==> src/rtl/muldiv_unit.sv <==
// muldiv_unit: iterative 32-bit MULT/MULTU/DIV/DIVU execute unit.
// The unit owns the HI/LO pair. One operation runs as IDLE -> CALC (32 iterations)
// -> FIX (sign correction and writeback). The result is visible 34 cycles after accept.
module muldiv_unit #(
  parameter int WIDTH = 32
) (
  input  logic             CLK,
  input  logic             RST,
  input  logic             start,
  input  logic [1:0]       op,
  input  logic [WIDTH-1:0] operand1,
  input  logic [WIDTH-1:0] operand2,
  input  logic             flush,
  output logic             busy,
  output logic             done,
  output logic [WIDTH-1:0] hi,
  output logic [WIDTH-1:0] lo,
  output logic             divzero
);

  localparam int            CW   = $clog2(WIDTH);
  localparam logic [CW-1:0] LAST = CW'(WIDTH - 1);

  typedef enum logic [1:0] {
    IDLE = 2'd0,
    CALC = 2'd1,
    FIX  = 2'd2
  } state_t;

  state_t state_reg, state_next;

  // Iteration state. a_reg holds the multiplier (it shifts right) or the dividend.
  // For a divide, a_reg shifts left and collects quotient bits at the bottom.
  // b_reg holds the multiplicand (it shifts left) or the divisor in its low word.
  // acc_reg holds the product, or the partial remainder in bits [WIDTH:0].
  logic [CW-1:0]        cnt_reg, cnt_next;
  logic [WIDTH-1:0]     a_reg, a_next;
  logic [2*WIDTH-1:0]   b_reg, b_next;
  logic [2*WIDTH-1:0]   acc_reg, acc_next;
  logic                 is_div_reg, is_div_next;
  logic                 res_neg_reg, res_neg_next;
  logic                 dvd_neg_reg, dvd_neg_next;
  logic                 dz_reg, dz_next;

  // Architectural outputs
  logic [WIDTH-1:0]     hi_reg, hi_next;
  logic [WIDTH-1:0]     lo_reg, lo_next;
  logic                 divzero_reg, divzero_next;
  logic                 done_reg, done_next;

  // Combinational helpers
  logic                 accept;
  logic                 is_signed, neg1, neg2;
  logic [WIDTH-1:0]     mag1, mag2;
  logic [WIDTH:0]       rem_shift, rem_diff;
  logic [2*WIDTH-1:0]   prod_fix;
  logic [WIDTH-1:0]     quo_fix, rem_fix;

  // Operand magnitudes and the one-step divide and sign-fix arithmetic
  always_comb begin
    accept    = (state_reg == IDLE) && start && !flush;
    is_signed = ~op[0];
    neg1      = is_signed & operand1[WIDTH-1];
    neg2      = is_signed & operand2[WIDTH-1];
    // The negation of 0x80000000 wraps back to 0x80000000. That value is its correct unsigned magnitude.
    mag1      = neg1 ? -operand1 : operand1;
    mag2      = neg2 ? -operand2 : operand2;
    rem_shift = {acc_reg[WIDTH-1:0], a_reg[WIDTH-1]};
    rem_diff  = rem_shift - {1'b0, b_reg[WIDTH-1:0]};
    prod_fix  = res_neg_reg ? -acc_reg : acc_reg;
    // For a zero divisor the remainder path already gives back operand1 unchanged.
    // Only the quotient is forced to all ones.
    quo_fix   = dz_reg ? '1 : (res_neg_reg ? -a_reg : a_reg);
    rem_fix   = dvd_neg_reg ? -acc_reg[WIDTH-1:0] : acc_reg[WIDTH-1:0];
  end

  // State register
  always_ff @(posedge CLK or posedge RST) begin
    if (RST) begin
      state_reg <= IDLE;
    end else begin
      state_reg <= state_next;
    end
  end

  // Next-state logic. A flush aborts the operation, and it also wins over a start in IDLE.
  always_comb begin
    state_next = state_reg;
    case (state_reg)
      IDLE:    if (accept) state_next = CALC;
      CALC:    if (flush) state_next = IDLE;
               else if (cnt_reg == LAST) state_next = FIX;
      FIX:     state_next = IDLE;
      default: state_next = IDLE;
    endcase
  end

  // Outputs decoded from the state register and the result registers
  always_comb begin
    busy    = (state_reg != IDLE);
    done    = done_reg;
    hi      = hi_reg;
    lo      = lo_reg;
    divzero = divzero_reg;
  end

  // Datapath next values: latch at accept, iterate in CALC, write back in FIX
  always_comb begin
    cnt_next     = cnt_reg;
    a_next       = a_reg;
    b_next       = b_reg;
    acc_next     = acc_reg;
    is_div_next  = is_div_reg;
    res_neg_next = res_neg_reg;
    dvd_neg_next = dvd_neg_reg;
    dz_next      = dz_reg;
    hi_next      = hi_reg;
    lo_next      = lo_reg;
    divzero_next = divzero_reg;
    done_next    = 1'b0;
    case (state_reg)
      IDLE: begin
        if (accept) begin
          is_div_next  = op[1];
          res_neg_next = neg1 ^ neg2;
          dvd_neg_next = neg1;
          dz_next      = op[1] && (operand2 == '0);
          a_next       = op[1] ? mag1 : mag2;
          b_next       = {{WIDTH{1'b0}}, (op[1] ? mag2 : mag1)};
          acc_next     = '0;
          cnt_next     = '0;
        end
      end
      CALC: begin
        cnt_next = cnt_reg + 1'b1;
        if (is_div_reg) begin
          // Restoring step: keep the trial subtraction only when it did not borrow
          if (!rem_diff[WIDTH]) begin
            acc_next = {{(WIDTH-1){1'b0}}, rem_diff};
            a_next   = {a_reg[WIDTH-2:0], 1'b1};
          end else begin
            acc_next = {{(WIDTH-1){1'b0}}, rem_shift};
            a_next   = {a_reg[WIDTH-2:0], 1'b0};
          end
        end else begin
          // Shift-add step. The multiplier is consumed LSB first.
          if (a_reg[0]) acc_next = acc_reg + b_reg;
          b_next = {b_reg[2*WIDTH-2:0], 1'b0};
          a_next = {1'b0, a_reg[WIDTH-1:1]};
        end
      end
      FIX: begin
        if (!flush) begin
          if (is_div_reg) begin
            hi_next = rem_fix;
            lo_next = quo_fix;
          end else begin
            hi_next = prod_fix[2*WIDTH-1:WIDTH];
            lo_next = prod_fix[WIDTH-1:0];
          end
          divzero_next = dz_reg;
          done_next    = 1'b1;
        end
      end
      default: ;
    endcase
  end

  // Datapath and result registers. Reset clears everything at once.
  always_ff @(posedge CLK or posedge RST) begin
    if (RST) begin
      cnt_reg     <= '0;
      a_reg       <= '0;
      b_reg       <= '0;
      acc_reg     <= '0;
      is_div_reg  <= 1'b0;
      res_neg_reg <= 1'b0;
      dvd_neg_reg <= 1'b0;
      dz_reg      <= 1'b0;
      hi_reg      <= '0;
      lo_reg      <= '0;
      divzero_reg <= 1'b0;
      done_reg    <= 1'b0;
    end else begin
      cnt_reg     <= cnt_next;
      a_reg       <= a_next;
      b_reg       <= b_next;
      acc_reg     <= acc_next;
      is_div_reg  <= is_div_next;
      res_neg_reg <= res_neg_next;
      dvd_neg_reg <= dvd_neg_next;
      dz_reg      <= dz_next;
      hi_reg      <= hi_next;
      lo_reg      <= lo_next;
      divzero_reg <= divzero_next;
      done_reg    <= done_next;
    end
  end

endmodule

==> config.mk <==
export PLATFORM = sky130hd
export DESIGN_NAME = muldiv_unit
export DESIGN_NICKNAME = d
export VERILOG_FILES = /design/src/rtl/muldiv_unit.sv
export SDC_FILE = /design/constraint.sdc
export NUM_CORES = 1
export LEC_CHECK = 0
export ABC_AREA = 1
export BUFFER_PORTS_ARGS = -buffer_cell sky130_fd_sc_hd__buf_2
export CAP_MARGIN = 5
export CORE_MARGIN = 2
export CORE_UTILIZATION = 43
export CTS_BUF_LIST = sky130_fd_sc_hd__clkbuf_8
export DETAILED_ROUTE_END_ITERATION = 7
export GPL_TIMING_DRIVEN = 0
export PLACE_DENSITY_LB_ADDON = 0.3
export SYNTH_ARGS = -nofsm -noshare
export SYNTH_HDL_FRONTEND = slang
export SYNTH_SLANG_ARGS = --single-unit
==> constraint.sdc <==
create_clock -name CLK -period 9.4 [get_ports CLK]
set_clock_uncertainty 0.05 [all_clocks]
set_input_delay 0.94 -clock CLK [delete_from_list [all_inputs] [get_ports CLK]]
set_output_delay 0.94 -clock CLK [all_outputs]
set_load 0.02 [all_outputs]
==> impl_metrics.tcl <==
set metrics [dict create \
    dieHeight_um 243 \
    cts_hold_buf 0 \
    hpwlAfterDp_um 96000 \
    drtIter0Drc 3587 \
    fin_nets 4615 \
    clock_latency_ps 690 \
    total_power_w 0.00714 \
    viasPerCell 5.70 \
    ctsLongestPathBuffers 3 \
    avgSynthCellArea_um2 5.76 \
    ys_top_cells_by_area "dfrtp_1 24%, nand2_1 22%, inv_1 9.6%" \
    cp-startpoint "a_reg[31]" \
    synth_top_cell_by_area "dfrtp_1" \
    grt_pass1_vias 27200 \
    regToRegEndpoint "acc_reg[11]" \
    critical_path.max_fanout 10 \
    finalHoldViolations 0 \
    first_pass_iters 7 \
    ios 137 \
    post_dp_cell_area_um2 26200 \
    endpoint_kind "flip-flop" \
    track_usage_pct 39.0 \
    arrival_ps 4800 \
    max_freq_ghz 0.235 \
    critPathKind "flip-flop to flip-flop" \
    ant_nets 0 \
    rr_worst_depth 18 \
    ys.flop_type "dfrtp_1" \
    drc 0 \
    layout-drive-gt1-share_pct 6.66 \
    seq_area_frac_synth_pct 24.2 \
    area_growth_pct 11.3 \
    finalCritPeriodShare_pct 45.2 \
    cts_setup_buffers 0 \
    die-area_um2 58900 \
    routed_wl_um 117000 \
    ys.warnings.count 0 \
    cts_tree "done" \
    rrSetupSlack_ps 5150 \
    synth_fp_nets 4428 \
    worstHoldPathType "input port to async pin" \
    place_congestion 1.02 \
    grt_pass1_wl_um 172000 \
    fin_crit_ps 4250 \
    fin_tns_setup_ps 0 \
    netlist_area_um2 24500 \
    regToRegStartpoint "a_reg[31]" \
    clk_pin_slew_ps 70 \
    cts_buffers 48 \
    synth_edf_count 0 \
    clockRootBuffer "clkbuf_8" \
    synthArstFlopShare_pct 100 \
    maxCapViolCount 0 \
    rows 87 \
    grt_max_degree 99 \
    core_um2 56400 \
    stdcell_area_um2 27300 \
    synth_most_common_cell "nand2_1" \
    postSynthCellCount 4253 \
    rsz0062_at_grt "no" \
    numPortBuffers 135 \
    cts.sinks 237 \
    synth_common_cells "1406 x nand2_1, 624 x inv_1, 427 x nor2_1" \
    initial_core_util_pct 43.4 \
    power_leakage_nw 14.9 \
    status "finished, final reports clean" \
    die_w_um 243 \
    fin_util_pct 48.3 \
    ctsHtreeMaxLevel 2 \
    slew_violations 0 \
    p_per_area_nw_per_um2 262 \
    relSlewSlack_pct 25.4 \
    crit_path_start_kind "flip-flop" \
    vdd_drop_max_mv 0.171 \
    required_ps 9950 \
    cts-resized-gates 0 \
    grt-ovfl-total 0 \
    finalSetupViolCount 0 \
    dr_total_vias 29800 \
    synth_cell_types 55 \
    wl_per_cell_um 22.4 \
    synth_top_area_share_pct 24.2 \
    worst_slew_pin_slew_ps 1120 \
    ys_ff_latch 237 \
    antenna_found_initial 2 \
]
## cell usage in the layout (no fill, tap or decap), types with 6 or more instances in the layout
master,instances
nor3_1,36
xnor2_1,21
a22oi_1,22
o211ai_1,32
nand2_1,1406
xor2_1,43
buf_2,163
clkbuf_8,60
clkinv_2,10
o21ai_0,186
nand2_2,6
inv_2,9
ha_1,103
o22ai_1,42
nand4_1,37
o21bai_1,17
buf_1,20
clkbuf_1,89
nor2_1,427
dfrtp_1,237
a21oi_1,304
o21ai_1,10
inv_1,631
nand3_1,426
nand3b_1,19
nor2_2,15
nor4_1,8
a31oi_1,10
a221oi_1,20
## final cells by class
| type | count | area [um2] |
|---|---|---|
| Timing Repair Buffer | 137 | 731 |
| Antenna cell | 2 | 5.00 |
| Sequential cell | 237 | 5930 |
| Multi-Input combinational cell | 3238 | 15600 |
| Tap cell | 756 | 946 |
| Buffer | 141 | 584 |
| Inverter | 637 | 2400 |
| Clock inverter | 27 | 241 |
| Clock buffer | 60 | 826 |
| Fill cell | 6339 | 29100 |
## routing by layer
metal / share of wire [%] / GRT usage, % / up-vias
met5: 0 / 0 / -
met4: 3.9 / 14.5 / 0
met3: 11 / 8.65 / 228
met2: 40 / 55.6 / 1586
met1: 45 / 57.0 / 14000
li1: - / - / 14000
## kinds of logic (layout without fill, tap and decap cells)
group | Yosys count | count (layout) | synth area share [%]
compound gates | 665 | 665 | 15.2
xor+xnor | 64 | 64 | 2.29
fa+ha+maj | 105 | 105 | 5.42
buf+inv | 778 | 1002 | 12.2
flops | 237 | 237 | 24.2
other cells | 0 | 2 | 0
simple gates | 2404 | 2404 | 40.7
## worst max-delay path by stage
stage                  end  slack, ps
3_3_place_gp     b_reg[24]      -1060
6_report       acc_reg[11]       5150
3_5_place_dp    acc_reg[8]       5370
4_1_cts        acc_reg[11]       5330
2_1_floorplan     a_reg[0]       1910
5_1_grt         acc_reg[6]       5000
## worst max-delay path, stage by stage, from the launching register on
cell and delay (ps):
dfrtp_1 480, inv_1 150, ha_1 270, fa_1 410, inv_1 90, nand4_1 100, nand2_1 180, nand2_1 80
nand2_1 200, nand2_1 110, nand2_1 90, nand3_1 60, nand2_1 290, ha_1 300, buf_1 640, nand2_1 100
o21ai_0 250, nand3_1 190, o21ai_0 110
## power by group
| group | internal [W] | total (W) | switching (W) |
|---|---|---|---|
| Clock | 0.000669 | 0.00123 | 0.000563 |
| Sequential | 0.00119 | 0.00158 | 0.000397 |
| Combinational | 0.00121 | 0.00432 | 0.00311 |
## metrics by stage
| stage | std cells | hold WS, ps | setup slack, ps |
|---|---|---|---|
| after detailed placement | 5146 | 410 | 5370 |
| final | 5235 | 187 | 5150 |
| after floorplan | 4253 | 422 | 1910 |
| after global placement | 5144 | 407 | -1060 |
| after global routing | 5234 | 222 | 5000 |
| after CTS | 5233 | 196 | 5330 |
No activity file was read; power rests on OpenSTA's default activity.
